File: config.mk
export PLATFORM = sky130hd
export DESIGN_NAME = random_arrows_flat
export DESIGN_NICKNAME = d
export VERILOG_FILES = /design/src/rtl/random_arrows_if.sv /design/src/rtl/random_arrows.sv /design/src/flat_wrapper.sv
export SDC_FILE = /design/constraint.sdc
export NUM_CORES = 1
export LEC_CHECK = 0
export ABC_AREA = 1
export BUFFER_PORTS_ARGS = -buffer_cell sky130_fd_sc_hd__buf_2
export CORE_ASPECT_RATIO = 0.9
export CORE_MARGIN = 3
export CORE_UTILIZATION = 59
export CTS_CLUSTER_SIZE = 16
export DETAILED_ROUTE_END_ITERATION = 12
export PLACE_DENSITY = 0.78
export SETUP_SLACK_MARGIN = 0.1
export SLEW_MARGIN = 20
export SYNTH_ARGS = -nofsm -noshare
export SYNTH_HDL_FRONTEND = slang
export SYNTH_SLANG_ARGS = --single-unit
File: constraint.sdc
create_clock -name clk_i -period 2.5 [get_ports clk_i]
set_input_delay 0.125 -clock clk_i [delete_from_list [all_inputs] [get_ports clk_i]]
set_output_delay 0.125 -clock clk_i [all_outputs]
set_load 0.02 [all_outputs]
File: src/rtl/random_arrows_if.sv
// Bus bundle for random_arrows: step/enable/threshold in, press/fired out.
// Optional seed-load signals appear when RANDOM_ARROWS_SEED_LOAD_EN is defined.
interface random_arrows_if #(
  parameter int unsigned LFSR_W = 9,
  parameter int unsigned NUM_CH = 4
);
  logic              enable_i;
  logic              step_i;
  logic [LFSR_W-1:0] threshold_i;
`ifdef RANDOM_ARROWS_SEED_LOAD_EN
  logic              seed_load_i;
  logic [LFSR_W-1:0] seed_in_i;
`endif
  logic [NUM_CH-1:0] press_o;
  logic              fired_o;

`ifdef RANDOM_ARROWS_SEED_LOAD_EN
  modport master (output enable_i, step_i, threshold_i, seed_load_i, seed_in_i,
                  input  press_o, fired_o);
  modport slave  (input  enable_i, step_i, threshold_i, seed_load_i, seed_in_i,
                  output press_o, fired_o);
`else
  modport master (output enable_i, step_i, threshold_i,
                  input  press_o, fired_o);
  modport slave  (input  enable_i, step_i, threshold_i,
                  output press_o, fired_o);
`endif
endinterface

File: src/rtl/random_arrows.sv
// Multi-lane random arrow generator: one Fibonacci LFSR per lane, sampled on
// each accepted beat step; lanes below threshold fire, subject to a per-lane
// cooldown and a cap on simultaneous presses (lowest lane index wins).
// Optional feature macro: RANDOM_ARROWS_SEED_LOAD_EN (runtime seed reload).
module random_arrows #(
  parameter int unsigned LFSR_W    = 9,
  parameter int unsigned NUM_CH    = 4,
  parameter int unsigned SEED_BASE = 'h0A5,
  parameter int unsigned GAP_MIN   = 2,
  parameter int unsigned MAX_SIMUL = 2
) (
  input  logic           clk_i,
  input  logic           rst_i,
  random_arrows_if.slave bus
);
  localparam int unsigned CW    = (GAP_MIN == 0) ? 1 : $clog2(GAP_MIN + 1);
  localparam int unsigned CNT_W = $clog2(NUM_CH + 1);
  localparam int unsigned TAP_MASK = (LFSR_W == 8)  ? 'h00B8 :
                                     (LFSR_W == 9)  ? 'h0110 :
                                     (LFSR_W == 10) ? 'h0240 : 'hD008;
  localparam logic [LFSR_W-1:0] TAPS = LFSR_W'(TAP_MASK);

  logic [LFSR_W-1:0] lfsr_q [NUM_CH];
  logic [LFSR_W-1:0] lfsr_d [NUM_CH];
  logic [CW-1:0]     cool_q [NUM_CH];
  logic [CW-1:0]     cool_d [NUM_CH];
  logic [NUM_CH-1:0] press_q, press_d;
  logic              fired_q;
  logic [CNT_W-1:0]  granted;
  logic              accept;

  // Per-lane reset seed: base with lane index folded into bits above bit 0.
  function automatic logic [LFSR_W-1:0] seed_of(input int unsigned i);
    return LFSR_W'(SEED_BASE) ^ LFSR_W'(i << 1);
  endfunction

  // One shift-left step with XOR feedback into bit 0.
  function automatic logic [LFSR_W-1:0] lfsr_next(input logic [LFSR_W-1:0] v);
    return {v[LFSR_W-2:0], ^(v & TAPS)};
  endfunction

  assign accept = bus.step_i && bus.enable_i;

  // Candidate selection, capped grant, cooldown and LFSR advance.
  always_comb begin
    press_d = '0;
    granted = '0;
    for (int i = 0; i < NUM_CH; i++) begin
      lfsr_d[i] = lfsr_q[i];
      cool_d[i] = cool_q[i];
    end
`ifdef RANDOM_ARROWS_SEED_LOAD_EN
    if (bus.seed_load_i) begin
      for (int i = 0; i < NUM_CH; i++) begin
        lfsr_d[i] = (bus.seed_in_i ^ LFSR_W'(i << 1)) | LFSR_W'(1);
        cool_d[i] = '0;
      end
    end else
`endif
    if (accept) begin
      for (int i = 0; i < NUM_CH; i++) begin
        if ((lfsr_q[i] < bus.threshold_i) && (cool_q[i] == '0) &&
            (granted < CNT_W'(MAX_SIMUL))) begin
          press_d[i] = 1'b1;
          granted    = granted + CNT_W'(1);
          cool_d[i]  = CW'(GAP_MIN);
        end else if (cool_q[i] != '0) begin
          cool_d[i] = cool_q[i] - CW'(1);
        end
        lfsr_d[i] = lfsr_next(lfsr_q[i]);
      end
    end
  end

  // State registers; reset reloads the fixed per-lane seeds.
  always_ff @(posedge clk_i or posedge rst_i) begin
    if (rst_i) begin
      for (int i = 0; i < NUM_CH; i++) begin
        lfsr_q[i] <= seed_of(i);
        cool_q[i] <= '0;
      end
      press_q <= '0;
      fired_q <= 1'b0;
    end else begin
      for (int i = 0; i < NUM_CH; i++) begin
        lfsr_q[i] <= lfsr_d[i];
        cool_q[i] <= cool_d[i];
      end
      press_q <= press_d;
      fired_q <= |press_d;
    end
  end

  assign bus.press_o = press_q;
  assign bus.fired_o = fired_q;
endmodule

File: src/flat_wrapper.sv
// flat-port wrapper written by rule: the top's interface ports become plain ports
module random_arrows_flat 
#(
  parameter int unsigned LFSR_W    = 9,
  parameter int unsigned NUM_CH    = 4,
  parameter int unsigned SEED_BASE = 'h0A5,
  parameter int unsigned GAP_MIN   = 2,
  parameter int unsigned MAX_SIMUL = 2
)
  (clk_i, rst_i, bus_enable_i, bus_step_i, bus_threshold_i, bus_press_o, bus_fired_o);
  random_arrows_if #(.LFSR_W(LFSR_W), .NUM_CH(NUM_CH)) bus_i ();
  input  logic clk_i;
  input  logic rst_i;
  input wire logic [$bits(bus_i.enable_i)-1:0] bus_enable_i;
  input wire logic [$bits(bus_i.step_i)-1:0] bus_step_i;
  input wire logic [$bits(bus_i.threshold_i)-1:0] bus_threshold_i;
  output wire logic [$bits(bus_i.press_o)-1:0] bus_press_o;
  output wire logic [$bits(bus_i.fired_o)-1:0] bus_fired_o;
  assign bus_i.enable_i = bus_enable_i;
  assign bus_i.step_i = bus_step_i;
  assign bus_i.threshold_i = bus_threshold_i;
  assign bus_press_o = bus_i.press_o;
  assign bus_fired_o = bus_i.fired_o;
  random_arrows #(.LFSR_W(LFSR_W), .NUM_CH(NUM_CH), .SEED_BASE(SEED_BASE), .GAP_MIN(GAP_MIN), .MAX_SIMUL(MAX_SIMUL)) u_core (.clk_i(clk_i), .rst_i(rst_i), .bus(bus_i));
endmodule
==> flow_summary.yaml <==
run_status:
  status: "completed"
placement:
  port-buffer-count: 17
  hpwl_mm: 4.132
  pre_cts_slack_ps: 288.1
  gp_congestion: 0.8434
cts:
  htreeDepth: 2
  cts_made_buffers: 5
  clk_latency_ps: 310
  ctsLongestPathBuffers: 2
  cts_tree: "built"
  path_clk_slew_ps: 90
  cts_sinks: 49
  post_cts_buffers: 0
  cts_root_buf: "clkbuf_8"
yosys:
  yosysTopAreaCell: "dfrtp_1"
  netlist_instances: 331
  yosysTopAreaCellShare_pct: 29.66
  synth_area_per_cell_um2: 8.411
  synthFlopType: "dfrtp_1"
  synth-seq-area-share_pct: 44.76
  async_reset_ff_share_pct: 100.0
  synth.distinct_cells: 23
  yosys-top-cells-area: "dfrtp_1, ha_1, dfstp_2"
  yosys_warnings: 0
  yosysMostFrequentCell: "nand2_1"
  ys_ff_latch: 49
  ys_top_cells_by_count: "nand2_1, inv_1, ha_1"
  syn_nets: 382
  synth_area_um2: 2784
  synth_edf_count: 0
grt:
  grt_util_all_layers_pct: 21.78
  globalRouteOverflowTotal: 0
  grt_max_degree: 49
  antenna_found_initial: 0
  grt_pass1_vias: 2086
  grt_pass1_wl_mm: 9.487
sta:
  hold_viol: 0
  max_freq_mhz: 454.2
  setup_slack_ps: 298.1
  fin_skew_ps: 14.43
  slew_headroom_pct: 64.84
  period_needed_ps: 2202
  worst_slew_pin_slew_ps: 526.7
  rsz0062_at_grt: "no"
  fin_crit_sh_pct: 88.08
  setup_viol: 0
  slew_viol_final: 0
  tns_ps: 0
floorplanning:
  coreArea_um2: 4489
  die_w_um: 78.41
  die-area_um2: 5580
  ios: 18
  initial_core_util_pct: 62.01
  dieHeight_um: 71.17
  num_rows: 23
power:
  p_clk_share_pct: 21.2
  intPower_uw: 1787
  p_sw_uw: 974.6
  combPwrFrac_pct: 33.5
  peakVddDrop_mv: 0.5297
  pwr-share-seq_pct: 45.3
  powerDensity_nw_per_um2: 900.7
  swShare_pct: 35.29
  p_leak_uw: 0.001643
routing:
  totalWireLength_mm: 5.536
  drt_iter0_markers: 132
  ant_nets: 0
  drt-pass1-iter-count: 4
  vias: 2114
  vias_per_cell: 5.106
  routedWlPerCell_um: 13.37
  drc: 0
final_layout:
  fill_cells: 385
  drive_gt1_share_pct: 14.49
  multi_input_area_um2: 1314
  register_area_um2: 1246
  fin_nets: 402
  n_antenna_cell: 0
  area_growth_pct: 10.16
setup_path:
  startpoint_type: "flop"
  endpoint_kind: "flop"
  path_max_fanout: 4
  cp.arrival_ps: 2450
  ff2ff_setup_slack_ps: 300
  critical_path_required_ps: 2750
  r2r-start: "u_core.lfsr_q[35]$_DFFE_PP0P_"
  timing.rr.end: "u_core.cool_q[1]$_DFFE_PP0P_"
  path_class: "reg2reg"
  r2r_cells: 14
run:
  maxCapViolCount: 0
hold_path:
  hold_class: "in2async"
[kinds of logic after synthesis]
kind of cell | synth area share, %
compound gates | 10.92
flops | 44.76
buf+inv | 8.224
fa+ha+maj | 17.08
xor+xnor | 1.888
simple gates | 17.12
[stage by stage]
| stage | hold slack (ps) | cells | power [uW] | area, um2 | utilization [%] |
|---|---|---|---|---|---|
| floorplan | 445.2 | 331 | 1929 | 2784 | - |
| CTS | 389.9 | 414 | 2779 | 3062 | 68.20 |
| global placement | 195.7 | 405 | 2114 | 2935 | 65.38 |
| finish | 395.3 | 414 | 2762 | 3067 | 68.31 |
| detailed placement | 195.5 | 405 | 2187 | 2935 | 65.38 |
| global route | 431.9 | 414 | 3002 | 3067 | 68.31 |
[worst max path at each step]
stage | from | slack, ps | cells after the start | to
6_report | u_core.lfsr_q[35]$_DFFE_PP0P_ | 300 | 14 | u_core.cool_q[1]$_DFFE_PP0P_
5_1_grt | u_core.lfsr_q[26]$_DFFE_PP0P_ | 60 | 14 | u_core.cool_q[1]$_DFFE_PP0P_
4_1_cts | u_core.lfsr_q[35]$_DFFE_PP0P_ | 280 | 14 | u_core.cool_q[1]$_DFFE_PP0P_
3_5_place_dp | u_core.lfsr_q[35]$_DFFE_PP0P_ | 290 | 14 | u_core.cool_q[1]$_DFFE_PP0P_
3_3_place_gp | u_core.lfsr_q[35]$_DFFE_PP0P_ | 410 | 13 | u_core.cool_q[1]$_DFFE_PP0P_
2_1_floorplan | u_core.lfsr_q[35]$_DFFE_PP0P_ | 560 | 13 | u_core.cool_q[1]$_DFFE_PP0P_
[flip-flops by register name (all words and copies together), names as in the netlist]
| name | flops |
|---|---|
| u_core.bus.press_o | 4 |
| u_core.bus.fired_o | 1 |
| u_core.lfsr_q | 36 |
| u_core.cool_q | 8 |
[worst max-delay path, cell delays in order (launching register included)]
cell and delay [ps]:
dfrtp_1 420, ha_1 310, nand2_1 90, nor2_2 130, nand3_1 80, nand3_1 130
nor2_1 90, ha_1 220, nor3_1 180, nand2_1 90, a21oi_2 120, nand2_2 90
nand2_1 70, nand2_1 60, nand2_1 50
[power groups by stage]
stage	logic, uW	registers, uW	clock network (uW)
after floorplan	687	1240	0
after global placement	859	1250	0
after detailed placement	922	1260	0
after CTS	929	1250	598
after global routing	1100	1280	617
final	925	1250	584
[layer usage]
layer / share of wire (%) / GRT usage (%) / up-vias / wire [um]
met5: 0 / 0 / - / 0
met4: 2.0 / 7.767 / 0 / 112
li1: - / - / 1089 / -
met1: 46 / 28.31 / 982 / 2551
met2: 49 / 36.79 / 31 / 2709
met3: 2.9 / 3.817 / 12 / 163
[cell usage in the layout, fill, tap and decap left out]
| master | n |
|---|---|
| nand3_1 | 7 |
| nor2_1 | 9 |
| a21oi_2 | 1 |
| clkbuf_1 | 1 |
| nand2_2 | 1 |
| nor3_1 | 1 |
| o21ai_0 | 36 |
| inv_2 | 2 |
| xnor2_1 | 4 |
| dfstp_2 | 16 |
| o21a_1 | 2 |
| bufinv_16 | 1 |
| nand4_1 | 2 |
| or2_2 | 1 |
| nand2_1 | 97 |
| buf_4 | 3 |
| a21o_1 | 2 |
| ha_1 | 38 |
| inv_1 | 50 |
| dlygate4sd3_1 | 1 |
| o31ai_1 | 2 |
| a21oi_1 | 14 |
| nor2_2 | 3 |
| xor2_1 | 2 |
| dfrtp_1 | 33 |
| buf_2 | 17 |
| clkbuf_8 | 6 |
[area by class of cell]
class                           instances  share of cell area [%]
Multi-Input combinational cell        222                   42.84
Sequential cell                        49                   40.64
Inverter                               52                   6.365
Timing Repair Buffer                   21                   3.835
Clock buffer                            7                   2.815
Tap cell                               62                   2.530
Clock inverter                          1                  0.9792
[timing repair]
item | CTS | global route
gates resized for setup | 0 | 2
hold buffers | 1 | 0
setup endpoints to repair | 0 | 1
endpoints found under the hold margin | 16 | 0
(Power assumes the default switching activity.)
